<file path="src/rtl/modmul_barrett_pipe.sv">
// modmul_barrett_pipe: (a*w) mod 3329 over a 4-stage Barrett pipeline
// with valid/ready flow control and a tag carried in lockstep.
module modmul_barrett_pipe #(
   parameter int Q     = 3329,
   parameter int M     = 5039,
   parameter int TAG_W = 8
) (
   input  logic             clk,
   input  logic             rst_n,
   input  logic [15:0]      a,
   input  logic [15:0]      w,
   input  logic [TAG_W-1:0] tag_in,
   input  logic             in_valid,
   output logic             in_ready,
   output logic [15:0]      p,
   output logic [TAG_W-1:0] tag_out,
   output logic             out_valid,
   input  logic             out_ready,
   output logic             range_err
);
   logic             en, v1, v2, v3;
   logic [TAG_W-1:0] t1, t2, t3;
   logic [23:0]      x1, x2;
   logic [11:0]      qe2;
   logic [12:0]      r3;
   assign en       = ~out_valid | out_ready;
   assign in_ready = en;
   always_ff @(posedge clk or negedge rst_n) begin
      if (!rst_n) begin
         {v1, v2, v3, out_valid, range_err} <= '0;
         {t1, t2, t3, tag_out} <= '0;
         {x1, x2, qe2, r3, p} <= '0;
      end else begin
         if (in_valid && en && (a >= 16'(Q) || w >= 16'(Q)))
            range_err <= 1'b1;
         if (en) begin
            v1        <= in_valid;
            t1        <= tag_in;
            x1        <= 24'(32'(a) * 32'(w));
            v2        <= v1;
            t2        <= t1;
            x2        <= x1;
            qe2       <= 12'((48'(x1) * 48'(M)) >> 24);
            v3        <= v2;
            t3        <= t2;
            // estimate is low by at most one, so r lands in [0, 2Q)
            r3        <= 13'(x2 - 24'(qe2) * 24'(Q));
            out_valid <= v3;
            tag_out   <= t3;
            p         <= (r3 >= 13'(Q)) ? 16'(r3 - 13'(Q)) : 16'(r3);
         end
      end
   end
endmodule

</file>
<file path="config.mk">
export PLATFORM = sky130hd
export DESIGN_NAME = modmul_barrett_pipe
export DESIGN_NICKNAME = d
export VERILOG_FILES = /design/src/rtl/modmul_barrett_pipe.sv
export SDC_FILE = /design/constraint.sdc
export NUM_CORES = 1
export LEC_CHECK = 0
export CAP_MARGIN = 15
export CORE_MARGIN = 2
export CORE_UTILIZATION = 64
export CTS_BUF_LIST = sky130_fd_sc_hd__clkbuf_8 sky130_fd_sc_hd__clkbuf_16
export DETAILED_ROUTE_END_ITERATION = 10
export HOLD_SLACK_MARGIN = 0.05
export PLACE_DENSITY = 0.83
export SLEW_MARGIN = 20
export SYNTH_ARGS = -nofsm -noshare
export SYNTH_HDL_FRONTEND = slang
export SYNTH_SLANG_ARGS = --single-unit
</file>
<file path="constraint.sdc">
create_clock -name clk -period 6.9 [get_ports clk]
set_clock_uncertainty 0.1 [all_clocks]
set_input_delay 2.07 -clock clk [delete_from_list [all_inputs] [get_ports clk]]
set_output_delay 2.07 -clock clk [all_outputs]
set_load 0.05 [all_outputs]
</file>
; ---- Word level (Yosys, flattened, before mapping)
; Cells that the tools add are included.
[word_totals]
ram_bits = 0
latchBits = 0
mem_count = 0
wordCells = 28
register_bits = 115
rom_bits = 0
[classes]
mul = 3
n_reduce_logical = 3
magnitude_cmp = 3
add_sub_neg = 2
eq_ne = 0
shift = 0
n_bitwise = 2
n_mux = 1
div = 0
[op_table]
columns = operator, count
row1 = $mul 24x13->36 const B, 1
row2 = $ge 16x12->1 const B, 2
row3 = $mul 16x16->24, 1
row4 = $mux 16, 1
row5 = $sub 13x12->14 const B, 1
row6 = $ge 13x12->1 const B, 1
row7 = $mul 12x12->13 const B, 1
row8 = $sub 13x13->13, 1
row9 = $logic_and 1x1->1, 2
row10 = $logic_or 1x1->1, 1
row11 = $not 1->1, 1
row12 = $or 1x1->1, 1

; ---- Logic depth before layout (Yosys ltp)
[logic_depth]
word_depth = 4
ltp_mapped = 24

; ---- Worst setup path after synthesis
; Ideal clock, no wire load.
[synth_path]
path_kind = input port to flip-flop
start = input port w[8]
end = register x1[23]
setup_slack_ns = -0.795
arrival_time_ns = 7.464
stages = 23
path_buffers = 2
required_ns = 6.669
setup_time_ns = 0.131
cell_sequence = clkbuf_1 -> clkbuf_1 -> nand2_1 -> fa_1 -> inv_1 -> fa_1 -> inv_1 -> fa_1 -> inv_1 -> fa_1 -> fa_1 -> inv_1 -> fa_1 -> inv_1 -> ha_1 -> and3_1 -> a21oi_1 -> o21ai_2 -> a221o_2 -> a211o_1 -> a21oi_2 -> xnor2_1 -> o21ai_1
[synth_via]
elab_chain_cells = 1
[synth_rtl]
columns = element, line
row1 = start: declaration, 11  ; input logic [15:0] w,
row2 = $mul 16x16->24, 39  ; x1 <= 24'(32'(a) * 32'(w));
row3 = end signal: assignment, 39
row4 = end: declaration, 23  ; logic [23:0] x1, x2;
; Every way passes these cells.
; A chain may end at the register's enable or synchronous reset.

; ---- Final worst setup path
[layout_path]
start = input port w[4]
end = register x1[20]
; Same word-level chain as after synthesis.

==> results.cfg <==
[outcome]
status = finished, violations left
violations = setup timing

[yosys]
syn_inst = 1902
synth-compound-area-share_pct = 6.23
postSynthAreaPerCell_um2 = 9.31
synthAdderAreaFrac_pct = 50.0
syn_area_mm2 = 0.0177
synth_enable_flop_cells = 0
synth.top_cell.area_share_pct = 34.0
synth_common_cells = inv_1 (410), nand2_1 (313), fa_1 (301)
yosysUniqueCellTypes = 59
synth_top_family_by_area = adder cells
seq_area_frac_synth_pct = 16.0
synthFlopType = dfrtp_1
ys_warn_count = 0
synth-async-reset-ratio_pct = 100
synth.most_common_cell = inv_1
netlist_top_cells_area = fa_1 (34%), dfrtp_1 (16%), ha_1 (16%), inv_1 (8.7%), nand2_1 (6.6%)
synthXorXnorAreaFrac_pct = 3.61
synth_top_area_cell = fa_1
mappedNetlistNets = 2472
synthMuxAreaShare_pct = 0.0636
ys_ff_latch = 113
synth-simple-area-share_pct = 14.1

[critical_path]
crit_buf_inv = 7
crit_path_start_kind = input pin
worstPathArrival_ps = 7510
critical_path.top_delay_family = adder cells
worstPathRequired_ps = 7060
crit_chain = buf_8 -> buf_16 -> and2_4 -> fa_1 -> inv_2 -> fa_2 -> inv_2 -> ha_4 -> fa_1 -> fa_1 -> inv_1 -> fa_1 -> inv_2 -> ha_4 -> nor4_4 -> o21ai_2 -> a221oi_4 -> a211oi_2 -> buf_4 -> or3_4 -> a21oi_2 -> xor2_1 -> o21ai_1
slowest_delay_ps = 570
cp_common_cell = fa_1
critPathMaxFanout = 5
endpoint_kind = flop
slowest_stage = fa_1
critPathKind = input pin to flop

[final_layout]
n_fill_cell = 1713
diodes = 0
layout-drive-gt1-share_pct = 16.5
nNetsFinal = 2671
stdcell_count = 2455
area_growth_pct = 19.3
seq_area_mm2 = 0.00283
multi_input_area_mm2 = 0.0135

[cts]
cts.reportedPaths.clkPinSlew_ps = 50
root_buffer = clkbuf_16
ctsHoldBuffers = 0
cts_tree = yes
worstSkewPairLatency_ps = 430
cts_buffer_depth = 2
clock_sinks = 113
htree_levels = 4
numCtsBuffers = 17

[sta]
fin_crit_ps = 7350
worst_slew_pin_slew_ps = 1050
hold_violations = 0
setup_ws_ps = -448
hold-worst-slack_ps = 363
relSlewSlack_pct = 30.0
rsz0062_at_grt = true
final_max_slew_viol_count = 0
timing.final.crit_share_pct = 106
max_freq_mhz = 136
setup_viol = 7

[job]
drv_cap = 0

[global_routing]
grt_overflow = 0
grt_first_pass_wirelength_um = 73000
grt_max_degree = 107
grt_pass1_vias = 15000
grt.total_usage_pct = 32.2
antenna_found_initial = 0

[placed_design]
io_buffers = 70
gp_congestion = 1.04
placed_cells = 2381
post-dp-hpwl_um = 33100
dp_slack_ps = -1180

[die]
coreArea_mm2 = 0.0270
dieArea_mm2 = 0.0290
die_w_um = 170
start_util_pct = 65.5
rows = 60
pin_count = 71
die_h_um = 170

[detailed_routing]
ant_nets = 0
totalWireLength_um = 44800
drc = 0
via_per_inst = 5.58
dr.pass1.iters = 5
dr.first_iter.drc_count = 825
wl_per_cell_um = 18.3
vias = 13700

[min_path]
hold_class = flop to flop
## worst paths after layout
| path | from | endpoint | slack (ps) | cells past startpoint |
|---|---|---|---|---|
| max in group asynchronous | rst_n | t2[0] | 3930 | 2 |
| worst min-delay path | t1[2] | t1[2] | 360 | 2 |
| worst max register to register | x1[21] | qe2[10] | 680 | 17 |
| worst min register to register | t1[2] | t1[2] | 360 | 2 |
| worst max-delay path | w[4] | x1[20] | -450 | 23 |
| min in group asynchronous | rst_n | tag_out[7] | 1690 | 1 |
## through the flow
step	TNS [ps]	utilization, %	cell area (um^2)
final	-1650	78.1	21100
after global routing	-2680	78.1	21100
after CTS	-1210	77.4	20900
after detailed placement	-9790	73.0	19700
after global placement	-8330	73.0	19700
after floorplan	-1460	-	17900
## sequential cells by signal, summed over array words and instances, names as in the netlist, 8 cells and up
signal   count
tag_out      8
t2           8
r3          13
p           14
qe2         12
t3           8
t1           8
x2          13
x1          24
## cells by family (layout without fill, tap and decap cells)
| kind of cell | count (synthesis) | in the layout |
|---|---|---|
| compound gates | 173 | 173 |
| xor+xnor | 73 | 73 |
| fa+ha+maj | 526 | 526 |
| buf+inv | 471 | 683 |
| flops | 113 | 113 |
| mux | 1 | 1 |
| simple gates | 545 | 545 |
## layer usage
| metal | global-route usage [%] | share of wire (%) | vias to the layer above |
|---|---|---|---|
| met5 | 0 | 0 | - |
| met4 | 14.0 | 4.2 | 0 |
| met3 | 5.02 | 5.3 | 162 |
| met2 | 56.2 | 51 | 465 |
| met1 | 39.9 | 39 | 6881 |
| li1 | - | - | 6201 |
## cell type report
cell class	instances	area share, %
multi-input cells	1318	64.1
flip-flops and latches	113	13.4
inverters	410	7.30
clock buffers	18	2.08
well taps	341	2.02
repair buffers	241	10.3
clock inverters	14	0.847
## placed cells by master (no fill, tap or decap), types with 5 or more instances in the layout
cell and n:
a21boi_0 6, a21o_1 7, a21oi_1 50, a21oi_2 7, and2_1 91, and2_4 19
buf_12 8, buf_2 7, buf_4 142, buf_6 28, clkbuf_16 17, clkbuf_2 7
clkdlybuf4s50_1 38, dfrtp_1 113, fa_1 289, fa_2 12, ha_1 210, ha_4 13
inv_1 387, inv_2 22, nand2_1 306, nand2_2 5, nand2b_1 8, nand3_1 11
nand4_1 5, nor2_1 50, nor2b_1 6, nor3_1 11, nor4_1 8, o21a_1 6
o21ai_0 45, o31ai_1 8, xnor2_1 47, xor2_1 25
## repair_timing
action                     4_1_cts  5_1_grt
gates cloned                     4        0
gates resized for setup        178       61
pin swaps                       67       81
setup endpoints to repair       10       10
buffers inserted                34        5
## tightest hold or removal path, delay by kind of cell, from the launching register on
family | cells | cell delay (ps)
AND/OR/NAND/NOR | 2 | 100
flip-flops | 1 | 340
Power is not shown: default switching activity piles up to over one toggle a cycle in this logic, so the estimate is an artifact.
